## config.mk

```make
export PLATFORM = sky130hd
export DESIGN_NAME = regfile_sb
export DESIGN_NICKNAME = d
export VERILOG_FILES = /design/src/rtl/regfile_sb.sv
export SDC_FILE = /design/constraint.sdc
export NUM_CORES = 2
export LEC_CHECK = 0
export BUFFER_PORTS_ARGS = -buffer_cell sky130_fd_sc_hd__buf_4
export CELL_PAD_IN_SITES_DETAIL_PLACEMENT = 0
export CELL_PAD_IN_SITES_GLOBAL_PLACEMENT = 2
export CORE_ASPECT_RATIO = 0.75
export CORE_MARGIN = 2
export CORE_UTILIZATION = 40
export DETAILED_ROUTE_END_ITERATION = 7
export GPL_TIMING_DRIVEN = 1
export MAX_ROUTING_LAYER = met4
export PLACE_DENSITY_LB_ADDON = 0.08
export SYNTH_ARGS = -nofsm -noshare
export SYNTH_HDL_FRONTEND = slang
export SYNTH_SLANG_ARGS = --single-unit
```

## constraint.sdc

```tcl
create_clock -name clk -period 6.2 [get_ports clk]
set_clock_uncertainty 0.1 [all_clocks]
set_input_delay 0.93 -clock clk [delete_from_list [all_inputs] [get_ports clk]]
set_output_delay 0.93 -clock clk [all_outputs]
set_load 0.005 [all_outputs]
```

## src/rtl/regfile_sb.sv

```systemverilog
// regfile_sb: integer register file with an integrated write-pending scoreboard.
//
// Sits between decode/issue and writeback. Issue reads source operands through
// NRD combinational read ports and claims destination registers, which marks
// them busy. Writeback stores results through the single write port, which
// clears the destination's busy bit. A write presented in the current cycle is
// bypassed straight to any read port addressing the same register. A flush
// clears every busy bit at once.
//
// Parameters:
//   XLEN      data width in bits
//   NREGS     number of architectural registers (power of two, >= 2)
//   NRD       number of read ports (1..4)
//   ZERO_REG  1: register 0 reads zero and ignores writes and claims
//   AW        address width, clog2(NREGS) (derived)
//
// Ports:
//   clk         clock, all state updates on the rising edge
//   rst         synchronous reset, active low
//   rd_addr     read addresses, port i at [i*AW +: AW]
//   rd_data     read data, port i at [i*XLEN +: XLEN]
//   rd_busy     port i source register has a pending, unretired write
//   wr_en       writeback strobe
//   wr_addr     writeback destination
//   wr_data     writeback value
//   claim_en    issue marks claim_addr busy
//   claim_addr  destination being claimed
//   flush       clear all busy bits
//   busy_cnt    number of registers currently busy (registered state only)

module regfile_sb #(
  parameter int XLEN     = 32,
  parameter int NREGS    = 32,
  parameter int NRD      = 2,
  parameter int ZERO_REG = 1,
  localparam int AW      = $clog2(NREGS)
) (
  input  logic                clk,
  input  logic                rst,
  input  logic [NRD*AW-1:0]   rd_addr,
  output logic [NRD*XLEN-1:0] rd_data,
  output logic [NRD-1:0]      rd_busy,
  input  logic                wr_en,
  input  logic [AW-1:0]       wr_addr,
  input  logic [XLEN-1:0]     wr_data,
  input  logic                claim_en,
  input  logic [AW-1:0]       claim_addr,
  input  logic                flush,
  output logic [AW:0]         busy_cnt
);

  logic [XLEN-1:0] regs_q [NREGS];
  logic [XLEN-1:0] regs_d [NREGS];
  logic [NREGS-1:0] busy_q;
  logic [NREGS-1:0] busy_d;

  logic wr_ok;
  logic claim_ok;

  // Register 0 swallows writes and claims when it is hardwired to zero.
  assign wr_ok    = wr_en    && !((ZERO_REG != 0) && (wr_addr    == '0));
  assign claim_ok = claim_en && !((ZERO_REG != 0) && (claim_addr == '0));

  // Next-state: write first, then claim (claim wins on the same address),
  // then flush (overrides any claim, but the data write still lands).
  always_comb begin
    // NOTE: every always_comb output gets a default before any conditional
    // assignment; a missed path would otherwise infer a latch.
    regs_d = regs_q;
    busy_d = busy_q;
    if (wr_ok) begin
      regs_d[wr_addr] = wr_data;
      busy_d[wr_addr] = 1'b0;
    end
    if (claim_ok) begin
      busy_d[claim_addr] = 1'b1;
    end
    if (flush) begin
      busy_d = '0;
    end
  end

  // NOTE: the register array is reset explicitly because software relies on
  // every architectural register reading zero after reset; this keeps the
  // array in flops rather than a RAM macro.
  always_ff @(posedge clk) begin
    // NOTE: sequential state uses non-blocking assignments so every flop
    // samples its pre-edge inputs regardless of statement order.
    if (!rst) begin
      for (int r = 0; r < NREGS; r++) begin
        regs_q[r] <= '0;
      end
      busy_q <= '0;
    end else begin
      regs_q <= regs_d;
      busy_q <= busy_d;
    end
  end

  // Read ports: reset forces zero, then the hardwired zero register, then the
  // same-cycle write bypass, then the array. A register being written this
  // cycle is about to retire, so its busy bit is masked too.
  always_comb begin
    logic [AW-1:0] addr;
    rd_data = '0;
    rd_busy = '0;
    addr    = '0;
    for (int p = 0; p < NRD; p++) begin
      addr = rd_addr[p*AW +: AW];
      if (!rst) begin
        rd_data[p*XLEN +: XLEN] = '0;
        rd_busy[p]              = 1'b0;
      end else if ((ZERO_REG != 0) && (addr == '0)) begin
        rd_data[p*XLEN +: XLEN] = '0;
        rd_busy[p]              = 1'b0;
      end else if (wr_en && (wr_addr == addr)) begin
        rd_data[p*XLEN +: XLEN] = wr_data;
        rd_busy[p]              = 1'b0;
      end else begin
        rd_data[p*XLEN +: XLEN] = regs_q[addr];
        rd_busy[p]              = busy_q[addr];
      end
    end
  end

  // Population count of the registered busy vector; no bypass of this
  // cycle's claims, writes or flush.
  always_comb begin
    busy_cnt = '0;
    for (int r = 0; r < NREGS; r++) begin
      busy_cnt = busy_cnt + {{AW{1'b0}}, busy_q[r]};
    end
  end

endmodule

```

==> flow_metrics.py <==
metrics = {
    "placement": {
        "placed_cells": 7774,
        "routabilityCongestion": 0.8865,
        "placed_area_sq_um": 59520,
        "port_buffers": 128,
        "pre_cts_ws_ps": 423.9,
        "place_hpwl_um": 160900,
    },
    "global_routing": {
        "grt_start_max_net_pins": 193,
        "initial_antenna_violation_count": 20,
        "globalRouteTotalUtil_pct": 37.25,
        "grt_pass1_vias": 46270,
        "grt_first_pass_wirelength_um": 376700,
        "global_route.overflow_total": 0,
    },
    "logic_synthesis": {
        "most_frequent_cell_after_synthesis": "sky130_fd_sc_hd__nand2_1",
        "synth.net_count": 6353,
        "synth_cell_types": 67,
        "synth.yosys.seq_area_share_pct": 36.88,
        "syn_area_sq_um": 57330,
        "synth_largest_area_cell": "sky130_fd_sc_hd__dfxtp_1",
        "netlist_instances": 6265,
        "synth.area.top_cells": "sky130_fd_sc_hd__dfxtp_1 37%, sky130_fd_sc_hd__mux4_2 17%, sky130_fd_sc_hd__nand2_1 14%, sky130_fd_sc_hd__a21boi_0 13%, sky130_fd_sc_hd__clkbuf_1 3.0%",
        "yosysWarnings": 0,
        "synth_enable_flop_cells": 0,
        "dominantRegCellSynth": "sky130_fd_sc_hd__dfxtp_1",
        "asyncSetResetFlopFracSynth_pct": 0,
        "synth.cells.most_frequent": "2,083 x sky130_fd_sc_hd__nand2_1, 1,056 x sky130_fd_sc_hd__dfxtp_1, 992 x sky130_fd_sc_hd__a21boi_0",
        "synth.ff_latch_count": 1056,
        "synthDominantCellAreaShare_pct": 36.88,
        "syn_area_per_cell_sq_um": 9.150,
    },
    "floorplanning": {
        "pin_count": 129,
        "die_height_um": 331.9,
        "die_x_um": 441.1,
        "floorplan.initialDensity_pct": 40.23,
        "core.rowCount": 120,
        "coreArea_sq_um": 142500,
        "die_area_sq_um": 146400,
    },
    "sta": {
        "timing.final.setup_violations": 3,
        "worstMarginPinSlew_ps": 1383,
        "final_min_period_over_clock_period_pct": 102.4,
        "total_count_of_hold_check_failures_in_the_final_report": 0,
        "maxSlewViolCount": 0,
        "setup-tns-final_ps": -356.3,
        "holdWs_ps": 376.4,
        "fin_crit_period_ps": 6352,
        "finalWorstSetupSlack_ps": -151.6,
        "timing.fmax_mhz": 157.4,
        "slew_headroom_pct": 7.613,
        "grt_setup_unrepaired": "true",
    },
    "detailed_routing": {
        "finalWirelength_um": 270700,
        "vias": 50030,
        "first_iter_violations": 6422,
        "antenna_violating_nets_post_route": 0,
        "sum_of_met2_wire_segment_lengths_after_detailed_routing_um": 118300,
        "drc": 0,
        "wl_met3_um": 23880,
        "routed_length_on_met1_um": 117600,
        "average_via_count_per_standard_cell": 6.247,
        "drt-pass1-iter-count": 6,
        "route.top_layer_used": "met4",
        "routedWlPerCell_um": 33.80,
    },
    "worst_setup_path": {
        "setup_crit_start_kind": "register",
        "critPathMaxStageDelay_ps": 560,
        "path_class": "reg2out",
        "crit_path_cell_trace": "inv_2 > fa_1 > fa_1 > fa_1 > fa_1 > fa_1 > fa_1 > inv_2 > ha_4 > fa_2 > a21o_1 > a21oi_2 > xnor2_1 > buf_4",
        "r2r_slack_ps": 5300,
        "critical_path_top_delay_cell": "sky130_fd_sc_hd__fa_1",
        "critical_path.startpoint": "busy_q[27]",
        "worst-path-max-fanout": 4,
        "critical_path.reg2reg.startpoint": "busy_q[15]",
        "worstPathRequired_ps": 5170,
        "worst_path_most_repeated_cell": "sky130_fd_sc_hd__fa_1",
        "worst_setup_path_end_kind": "output port",
        "rr_worst_depth": 3,
        "arrival_ps": 5320,
    },
    "power_and_ir_drop": {
        "power_density_nw_per_um2": 252.2,
        "p_sw_mw": 4.311,
        "power.total_mw": 16.08,
        "logic_pwr_share_pct": 9.4,
        "sw_frac_of_total_pct": 26.80,
        "ir_worst_vdd_mv": 0.2210,
        "seq_power_share_pct": 42.7,
        "static-leakage-power_nw": 20.84,
        "power_frac_clock_pct": 47.9,
        "intPower_mw": 11.77,
    },
    "cts": {
        "cts-root-buf": "sky130_fd_sc_hd__clkbuf_16",
        "cts_inserted_buffers": 119,
        "ctsHtreeMaxLevel": 3,
        "path_clk_slew_ps": 70,
        "cts_sinks": 1056,
        "clock_insertion_delay_worst_skew_ps": 770,
        "cts_tree": "done",
        "cts-root-to-sink-buffers": 3,
    },
    "layout": {
        "stdcell_area_sq_um": 63780,
        "nFillCells": 13630,
        "layout.nets": 6096,
        "layout-area-overhead-vs-synth_pct": 11.25,
        "layoutNonFillerInstCount": 8008,
        "seqCellArea_sq_um": 21160,
        "post-route-util_pct": 44.76,
        "multi_input_area_sq_um": 33430,
        "fraction_of_layout_cells_with_a_size_suffix_above_1_pct": 18.22,
    },
    "status": {
        "outcome": "finished with violations",
        "violated_checks": "setup timing",
    },
    "hold_path": {
        "timing.hold.worst_path_depth": 2,
        "holdCritStartpoint": "regs_q[898]",
        "hold_path_class": "reg2reg",
    },
    "job": {
        "drv_cap": 0,
    },
}
-- layout make-up --
type / instances / share of cell area, %
inverters: 49 / 0.2884
clock inverters: 44 / 0.9476
clock buffers: 177 / 5.576
multi-input cells: 4497 / 52.42
well taps: 1891 / 3.710
flip-flops and latches: 1056 / 33.17
diodes: 9 / 0.03531
repair buffers: 285 / 3.853
-- registers in the layout, summed over array words and instances (netlist names) --
name / flops
busy_q: 32
regs_q: 1024
-- cells by family after synthesis --
logic type / share of synthesized area, %
muxes: 21.47
xor gates and xnor gates: 0.1986
AOI/OAI and AO/OA: 18.53
and+or+nand+nor: 16.37
DFF: 36.88
adders and majority gates: 0.9909
buffers and inverters: 5.570
-- placed cells by master (no fill, tap or decap), types with 11 or more instances in the layout --
cell	instances
sky130_fd_sc_hd__buf_12	21
sky130_fd_sc_hd__and2_1	36
sky130_fd_sc_hd__dfxtp_2	12
sky130_fd_sc_hd__mux4_2	439
sky130_fd_sc_hd__nor2_1	55
sky130_fd_sc_hd__a221oi_1	42
sky130_fd_sc_hd__fa_1	23
sky130_fd_sc_hd__mux2_2	75
sky130_fd_sc_hd__inv_1	43
sky130_fd_sc_hd__nor2_4	34
sky130_fd_sc_hd__nand2_1	2052
sky130_fd_sc_hd__nand4_1	19
sky130_fd_sc_hd__buf_4	256
sky130_fd_sc_hd__o32a_1	11
sky130_fd_sc_hd__mux2i_1	139
sky130_fd_sc_hd__a21oi_1	30
sky130_fd_sc_hd__bufinv_16	12
sky130_fd_sc_hd__a21boi_0	992
sky130_fd_sc_hd__a22oi_1	104
sky130_fd_sc_hd__dfxtp_1	1044
sky130_fd_sc_hd__clkbuf_16	119
sky130_fd_sc_hd__o22ai_1	55
sky130_fd_sc_hd__nand3_1	65
sky130_fd_sc_hd__o221ai_1	15
sky130_fd_sc_hd__a31oi_1	16
sky130_fd_sc_hd__clkbuf_8	37
sky130_fd_sc_hd__clkbuf_1	22
sky130_fd_sc_hd__clkinv_2	20
sky130_fd_sc_hd__nand2_2	28
sky130_fd_sc_hd__nor2b_1	14
sky130_fd_sc_hd__a22o_1	30
sky130_fd_sc_hd__o21ai_0	24
sky130_fd_sc_hd__a211oi_1	46
-- timing repair --
item,4_1_cts,5_1_grt
hold buffers,0,0
setup endpoints to repair,5,5
pin swaps,18,14
setup buffers,3,1
resized for setup,18,5
-- worst max-delay path: cells and delay by family, from the launching register on --
kind	cells	cell delay (ps)
adder cells (fa/ha/maj)	8	3480
XOR/XNOR	1	130
flip-flops	1	360
buffers and inverters	3	220
AO/OA/AOI/OAI	2	340
-- power by group through the flow --
stage | registers (mW) | logic [mW] | clock network (mW)
after floorplan | 7.01 | 0.882 | 0
after global placement | 7.02 | 1.47 | 0
after detailed placement | 7.02 | 1.48 | 0
after CTS | 6.87 | 1.48 | 7.77
after global routing | 6.87 | 1.54 | 8.01
final | 6.87 | 1.51 | 7.71
-- final timing paths --
check / to
min reg2reg: regs_q[898]
max: busy_cnt[4]
max reg2reg: busy_q[15]
min: regs_q[898]
-- routing by layer --
layer / global-route usage (%) / vias up
li1: - / 21470
met1: 52.16 / 25470
met2: 53.86 / 2578
met3: 6.363 / 508
met4: 13.35 / 0
met5: - / -
No activity file was read; power rests on OpenSTA's default activity.
